File: src/rtl/ysyx_25030085_mem_arbiter.sv
// ysyx_25030085_mem_arbiter: single-outstanding IFU/LSU arbiter for the memory port with timeout guard.
// Optional ARB_RR_EN: round-robin grant on contention instead of fixed LSU priority.
module ysyx_25030085_mem_arbiter #(
  parameter int ADDR_W  = 32,
  parameter int DATA_W  = 32,
  parameter int TIMEOUT = 255
) (
  input  logic                clk,
  input  logic                rst,
  input  logic                ifu_req_valid,
  output logic                ifu_req_ready,
  input  logic [ADDR_W-1:0]   ifu_addr,
  output logic                ifu_rsp_valid,
  output logic [DATA_W-1:0]   ifu_rsp_data,
  input  logic                lsu_req_valid,
  output logic                lsu_req_ready,
  input  logic [ADDR_W-1:0]   lsu_addr,
  input  logic                lsu_wen,
  input  logic [DATA_W-1:0]   lsu_wdata,
  input  logic [DATA_W/8-1:0] lsu_wmask,
  output logic                lsu_rsp_valid,
  output logic [DATA_W-1:0]   lsu_rsp_data,
  output logic                mem_req_valid,
  input  logic                mem_req_ready,
  output logic [ADDR_W-1:0]   mem_addr,
  output logic                mem_wen,
  output logic [DATA_W-1:0]   mem_wdata,
  output logic [DATA_W/8-1:0] mem_wmask,
  input  logic                mem_rsp_valid,
  input  logic [DATA_W-1:0]   mem_rsp_data,
  output logic                err_timeout
);
  localparam int MW = DATA_W / 8;
  localparam int CW = $clog2(TIMEOUT + 1);
  typedef enum logic [1:0] {IDLE, SEND, WAIT} state_e;
  state_e            state_q, state_d;
  logic [ADDR_W-1:0] addr_q, addr_d;
  logic              wen_q, wen_d;
  logic [DATA_W-1:0] wdata_q, wdata_d;
  logic [MW-1:0]     wmask_q, wmask_d;
  logic              owner_q, owner_d;
  logic [CW-1:0]     cnt_q, cnt_d;
  logic              err_q, err_d;
  logic              ifu_rv_q, ifu_rv_d, lsu_rv_q, lsu_rv_d;
  logic [DATA_W-1:0] ifu_rd_q, ifu_rd_d, lsu_rd_q, lsu_rd_d;
  logic              lsu_win, done;
  logic [DATA_W-1:0] rdata;
`ifdef ARB_RR_EN
  logic              last_q, last_d;
  // owner/last_grant encoding: 1 = LSU, 0 = IFU
  assign lsu_win = lsu_req_valid & (~ifu_req_valid | ~last_q);
`else
  assign lsu_win = lsu_req_valid;
`endif
  assign lsu_req_ready = (state_q == IDLE) & lsu_win;
  assign ifu_req_ready = (state_q == IDLE) & ifu_req_valid & ~lsu_win;
  assign mem_req_valid = (state_q == SEND);
  assign mem_addr      = addr_q;
  assign mem_wen       = wen_q;
  assign mem_wdata     = wdata_q;
  assign mem_wmask     = wmask_q;
  assign ifu_rsp_valid = ifu_rv_q;
  assign ifu_rsp_data  = ifu_rd_q;
  assign lsu_rsp_valid = lsu_rv_q;
  assign lsu_rsp_data  = lsu_rd_q;
  assign err_timeout   = err_q;
  always_comb begin
    state_d = state_q;
    addr_d  = addr_q;
    wen_d   = wen_q;
    wdata_d = wdata_q;
    wmask_d = wmask_q;
    owner_d = owner_q;
    cnt_d   = cnt_q;
    err_d   = err_q;
    done    = 1'b0;
    rdata   = mem_rsp_data;
`ifdef ARB_RR_EN
    last_d  = last_q;
`endif
    if (state_q == IDLE) begin
      if (ifu_req_ready | lsu_req_ready) begin
        addr_d  = lsu_win ? lsu_addr : ifu_addr;
        wen_d   = lsu_win & lsu_wen;
        wdata_d = lsu_win ? lsu_wdata : '0;
        wmask_d = lsu_win ? lsu_wmask : '0;
        owner_d = lsu_win;
        cnt_d   = '0;
        state_d = SEND;
`ifdef ARB_RR_EN
        last_d  = lsu_win;
`endif
      end
    end else begin
      cnt_d = cnt_q + CW'(1);
      // a response in the final counted cycle still beats the timeout
      if (state_q == WAIT && mem_rsp_valid) begin
        done = 1'b1;
      end else if (cnt_q == CW'(TIMEOUT - 1)) begin
        done  = 1'b1;
        err_d = 1'b1;
        rdata = DATA_W'(32'hDEAD_BEEF);
      end else if (state_q == SEND && mem_req_ready) begin
        state_d = WAIT;
      end
      state_d = done ? IDLE : state_d;
    end
    ifu_rv_d = done & ~owner_q;
    lsu_rv_d = done & owner_q;
    ifu_rd_d = ifu_rv_d ? rdata : ifu_rd_q;
    lsu_rd_d = lsu_rv_d ? rdata : lsu_rd_q;
  end
  always_ff @(posedge clk or posedge rst) begin
    if (rst) begin
      state_q  <= IDLE;
      addr_q   <= '0;
      wen_q    <= 1'b0;
      wdata_q  <= '0;
      wmask_q  <= '0;
      owner_q  <= 1'b0;
      cnt_q    <= '0;
      err_q    <= 1'b0;
      ifu_rv_q <= 1'b0;
      lsu_rv_q <= 1'b0;
      ifu_rd_q <= '0;
      lsu_rd_q <= '0;
    end else begin
      state_q  <= state_d;
      addr_q   <= addr_d;
      wen_q    <= wen_d;
      wdata_q  <= wdata_d;
      wmask_q  <= wmask_d;
      owner_q  <= owner_d;
      cnt_q    <= cnt_d;
      err_q    <= err_d;
      ifu_rv_q <= ifu_rv_d;
      lsu_rv_q <= lsu_rv_d;
      ifu_rd_q <= ifu_rd_d;
      lsu_rd_q <= lsu_rd_d;
    end
  end
`ifdef ARB_RR_EN
  always_ff @(posedge clk or posedge rst) begin
    if (rst) last_q <= 1'b0;
    else last_q <= last_d;
  end
`endif
endmodule

File: config.mk
export PLATFORM = sky130hd
export DESIGN_NAME = ysyx_25030085_mem_arbiter
export DESIGN_NICKNAME = d
export VERILOG_FILES = /design/src/rtl/ysyx_25030085_mem_arbiter.sv
export SDC_FILE = /design/constraint.sdc
export NUM_CORES = 1
export LEC_CHECK = 0
export BUFFER_PORTS_ARGS = -buffer_cell sky130_fd_sc_hd__buf_2
export CORE_MARGIN = 2
export CORE_UTILIZATION = 33
export CTS_CLUSTER_DIAMETER = 200
export DETAILED_ROUTE_END_ITERATION = 10
export SLEW_MARGIN = 20
export SYNTH_ARGS = -nofsm -noshare
export SYNTH_HDL_FRONTEND = slang
export SYNTH_SLANG_ARGS = --single-unit
File: constraint.sdc
create_clock -name clk -period 5.34 [get_ports clk]
set_clock_uncertainty 0.1 [all_clocks]
set_input_delay 1.068 -clock clk [delete_from_list [all_inputs] [get_ports clk]]
set_output_delay 1.068 -clock clk [all_outputs]
set_load 0.005 [all_outputs]
==> results of run 1 <==
[per-layer routing]
layer,up-vias,part of all wire,track usage
met4,0,0.0071,0.0426
li1,2796,-,-
met3,10,0.078,0.0558
met1,2766,0.44,0.249
met5,-,0,0
met2,271,0.47,0.291
[layout by cell type (no fill, tap or decap), types with 4 or more instances in the layout]
cell type	count
a221o_1	4
nor2_1	27
inv_1	67
a22o_1	37
clkbuf_16	17
dfrtp_1	147
a221oi_1	7
clkinvlp_4	4
o22ai_1	55
mux2i_1	36
buf_4	9
inv_6	5
a21o_1	7
o221ai_1	8
a21oi_1	33
buf_2	277
a221oi_2	10
nand2_1	20
o21ai_0	74
nand2b_1	25
[layout make-up]
type | instances | area share
Clock buffer | 19 | 0.0514
Clock inverter | 13 | 0.0142
Inverter | 68 | 0.0295
Sequential cell | 147 | 0.418
Timing Repair Buffer | 286 | 0.165
Tap cell | 265 | 0.0376
Multi-Input combinational cell | 370 | 0.285
[per-stage QoR]
step / power (mW) / utilization / cells / cell area (um2) / worst slack [ns]
after floorplan: 3.32 / - / 638 / 6650 / 0.221
after global placement: 4.20 / 0.420 / 1136 / 8230 / 1.94
after detailed placement: 4.25 / 0.420 / 1136 / 8230 / 1.93
after CTS: 5.45 / 0.450 / 1168 / 8810 / 1.93
after global routing: 5.78 / 0.450 / 1168 / 8810 / 1.85
final: 5.39 / 0.450 / 1168 / 8810 / 1.93
[report_power, final]
part,leakage (nW),switching [mW],internal [mW],total (mW)
combinational,2.34,1.18,0.993,2.17
clock,0.275,0.499,0.674,1.17
sequential,1.86,0.403,1.64,2.04
total,4.47,2.08,3.31,5.39
[worst paths after layout]
check / end / slack [ns] / cells past startpoint
min in group asynchronous: mem_addr[17] / 0.71 / 2
max in group asynchronous: mem_wdata[27] / 3.47 / 3
min reg2reg: err_timeout / 0.36 / 1
min: err_timeout / 0.36 / 1
max reg2reg: mem_wdata[5] / 2.77 / 4
max: lsu_req_ready / 1.93 / 4
[kinds of logic (layout without fill, tap and decap cells)]
kind of cell               after synthesis  in the layout
DFF                                    147            147
muxes                                   36             36
adders and majority gates                2              2
AOI/OAI and AO/OA                      247            247
and+or+nand+nor                         85             85
buffers and inverters                  121            386
[critical path, delay by kind of cell]
kind	cells	cell delay [ns]
buffers and inverters	3	0.94
and+or+nand+nor	1	0.21
[state kept, by name, indices dropped and copies added, names as in the netlist, 2 cells and up]
register      flops
cnt_q             8
ifu_rsp_data     32
lsu_rsp_data     32
mem_wdata        32
mem_addr         32
state_q           2
mem_wmask         4
==> reports/results.ini, run 1 <==
[timing]
max_slew.worst_pin.slew_ns = 1.01
tns_ns = 0
rsz0062_at_grt = no
finalHoldViolCount = 0
fmax_ghz = 0.293
report.final.slew_viol_count = 0
setup_viol = 0
finalCritPeriodShare = 0.639
period_minus_slack_ns = 3.41
timing.hold.ws_ns = 0.357
max_slew_margin = 0.322

[clocking]
cts_tree = built
clk_latency_ns = 0.41
clock_path_buffers = 2
cts_made_buffers = 17
cts-root-buf = clkbuf_16
clk_pin_slew_ns = 0.06
cts_sinks = 147
cts_resized = 0
post_cts_buffers = 0
htree_levels = 4
holdBufCountCts = 0

[setup_path]
crit_arrival_ns = 2.24
crit_type = primary input to output port
slowest_stage = buf_4
crit_top_cell = buf_2
cp_cell_sequence = buf_2 -> buf_4 -> and2_1 -> buf_2
cp_slowest_stage_delay_ns = 0.42
startpoint = lsu_req_valid
rr_startpoint = state_q[0]
worstPathRequired_ns = 4.17
cp_max_fo = 20
end_kind = output port
critPathLaunchType = primary input

[detailed_routing]
initialDrtViolationCount = 355
wl_per_cell_um = 17.1
viasPerCell = 5.00
num_vias = 5843
remaining_drc_errors = 0
antenna_left = 0
dr.pass1.iters = 4
totalWireLength_um = 20000

[cells_and_area]
n_fill_cell = 1911
multi_input_area_mm2 = 0.00251
fin_nets = 1031
diodes = 0
layout-drive-gt1-share = 0.375
seq_area_mm2 = 0.00368
area_growth_pct = 32.5

[outcome]
status = finished, final reports clean

[floorplanning]
die_h_um = 146
fp-row-count = 51
die_w_um = 146
pin_count = 278
dieArea_mm2 = 0.0213
core_mm2 = 0.0196
start_util = 0.339

[place]
numPortBuffers = 277
globalplace.congestion = 0.755
hpwl_um = 13800

[worst_hold_path]
min_from = err_timeout
min_path_type = register to register

[logic_synthesis]
synthXorXnorAreaFrac = 0
synth_top_area_frac = 0.553
synth_edf_count = 0
syn_nets = 779
synth_compound_area_frac = 0.252
ys_ff_latch = 147
ys_seq_area_frac = 0.553
synthSimpleGateAreaFrac = 0.0636
syn_inst = 638
ys_warn_count = 0
yosys.area.top_type = dfrtp_1
syn_area_per_cell_um2 = 10.4
synth_mux_area_frac = 0.0542
synth.most_common_cell = dfrtp_1
synth_adder_area_share = 0.00376
yosys-top-cells-count = dfrtp_1, o21ai_0, inv_1
ys_types = 39
netlist_area_mm2 = 0.00665
synthArstFlopShare = 1.00
synth_top_family_by_area = compound AO/OA/AOI/OAI gates
synthFlopType = dfrtp_1
synth.area.top_cells = dfrtp_1, o21ai_0, mux2i_1

[global_route]
grt_max_degree = 83
grt_use_total = 0.184
antenna_found_initial = 0
grt_pass1_wl_um = 31200
first_global_vias = 5730
overflow = 0

[power]
peakVddDrop_mv = 0.246
power_density_mw_per_mm2 = 612
leakage_nw = 4.47

[flow_run]
cap_violations = 0

No activity file was read; power rests on OpenSTA's default activity.
==> inputs of run 2 (changes only) <==
clock period = 3.5 ns   (was 5.34 ns; I/O delays follow)
==> run 2 against run 1 <==
  * Die area did not move
  * Clock power rose by 68%
  * Combinational power rose by 52%
  * Critical path depth fell by 1
  * Setup slack got worse by 1.2 ns
  * Sequential share of layout area fell by 0.48 points
  * Worst hold slack improved by 0.0076 ns
  * First-iteration DRC count fell by 26%
  * Flip-flop and latch count did not move
  * Core utilization rose by 0.52 points
  * Via count fell by 0.62%
  * Cell area rose by 1.2%
==> reports/results.ini, run 2 (same netlist as run 1, synthesis figures left out) <==
[detailed_routing]
remaining_drc_errors = 0  ; unchanged
num_vias = 5807  ; -0.62%
viasPerCell = 4.95  ; -0.96%
initialDrtViolationCount = 262  ; -26%
wl_per_cell_um = 17.0  ; -0.46%
dr.pass1.iters = 4  ; unchanged
totalWireLength_um = 20000  ; -0.12%
antenna_left = 0  ; unchanged

[clocking]
cts_sinks = 147  ; unchanged
clock_path_buffers = 2  ; unchanged
clk_latency_ns = 0.41  ; about the same
htree_levels = 4  ; unchanged
cts_resized = 0  ; unchanged
clk_pin_slew_ns = 0.07  ; about the same
holdBufCountCts = 0  ; unchanged
cts_tree = built
cts-root-buf = clkbuf_16
cts_made_buffers = 17  ; unchanged
post_cts_buffers = 0  ; unchanged

[timing]
period_minus_slack_ns = 2.74
rsz0062_at_grt = no
finalHoldViolCount = 0  ; unchanged
layout_setup_ws_ns = 0.756  ; -1.17 ns
report.final.slew_viol_count = 0  ; unchanged
finalCritPeriodShare = 0.784
setup_viol = 0  ; unchanged
tns_ns = 0  ; unchanged
max_slew.worst_pin.slew_ns = 0.901  ; -0.109 ns
fmax_ghz = 0.364
max_slew_margin = 0.396  ; +0.0732

[power]
leakage_nw = 4.52  ; +1.1%
power_density_mw_per_mm2 = 947  ; +55%
finalPower_mw = 8.44  ; +56%
peakVddDrop_mv = 0.388  ; +58%

[place]
numPortBuffers = 277  ; unchanged
place_ws_ns = 1.13  ; -0.801 ns
hpwl_um = 13800  ; -0.15%
globalplace.congestion = 0.741  ; -2.0%

[cells_and_area]
n_fill_cell = 1912  ; +0.052%
layout-drive-gt1-share = 0.377  ; +0.00207
fin_nets = 1034  ; +0.29%
final_common_cell = buf_2
layout_common_cells = buf_2, dfrtp_1, o21ai_0
fin_util = 0.455  ; +0.00517
area_growth_pct = 34.0

[global_route]
grt_use_total = 0.186  ; +0.00190
first_global_vias = 5784  ; +0.94%
top_usage_layer = met2
antenna_found_initial = 0  ; unchanged
use_met1 = 0.253  ; +0.00335
grt_pass1_wl_um = 31800  ; +1.7%
grt_max_degree = 148  ; +78%
grt_use_met3 = 0.0498  ; -0.00596
overflow = 0  ; unchanged
grtUsageMet2 = 0.297  ; +0.00542

[setup_path]
cp_max_fo = 20  ; unchanged
end_kind = output port
critPathLaunchType = register
worstPathRequired_ns = 2.70  ; -1.47 ns
crit_type = register to output port
crit_arrival_ns = 1.94  ; -0.30 ns

[floorplanning]
core_mm2 = 0.0196  ; unchanged
die_w_um = 146  ; unchanged
dieArea_mm2 = 0.0213  ; unchanged
fp-row-count = 51  ; unchanged
pin_count = 278  ; unchanged
start_util = 0.339  ; unchanged
die_h_um = 146  ; unchanged

[flow_run]
cap_violations = 0  ; unchanged

[worst_hold_path]
min_path_type = register to register

[outcome]
status = finished, final reports clean

[run 2: layout make-up]
type / instances / area [um2] / share of cell area
antenna: 1 / 2.50 / 0.000281
tap: 265 / 332 / 0.0372
sequential: 147 / 3680 / 0.413
multi-input combinational: 370 / 2510 / 0.281
clock buffer: 17 / 425 / 0.0477
inverter: 68 / 259 / 0.0291
clock inverter: 15 / 205 / 0.0230
timing repair buffer: 289 / 1500 / 0.169
[run 2: stage by stage]
step	hold WS [ns]	instances	area [um2]
floorplan	0.339	638	6650
detailed placement	0.349	1139	8280
finish	0.364	1172	8910
CTS	0.369	1171	8910
global placement	0.345	1139	8280
global route	0.373	1171	8910
[run 2: metal layers]
layer	routed length, um	part of all wire	up-vias
met5	0	0	-
met4	146	0.0073	0
met3	1450	0.073	10
met2	9430	0.47	223
met1	8940	0.45	2780
li1	-	-	2794
[run 2: where the power goes]
group          leakage (nW)  internal (mW)  switching (mW)
Combinational          2.36           1.54            1.75
Sequential             1.86           2.50           0.665
Clock                 0.305           1.16           0.816
Total                  4.52           5.20            3.23
[run 2: worst max-delay path: stages, from the launching register on]
cell	delay (ns)
dfrtp_1	0.60
nor2_1	0.49
and2_1	0.29
buf_2	0.15
[run 2: final timing paths]
path | cells after the start | slack, ns | start | end
worst max-delay path | 3 | 0.76 | state_q[1] | lsu_req_ready
worst min-delay path | 1 | 0.36 | err_timeout | err_timeout
worst max register to register | 3 | 1.24 | owner_q | lsu_rsp_data[11]
worst min register to register | 1 | 0.36 | err_timeout | err_timeout
max in group asynchronous | 3 | 2.27 | rst | mem_addr[6]
min in group asynchronous | 3 | 0.40 | rst | lsu_rsp_data[29]
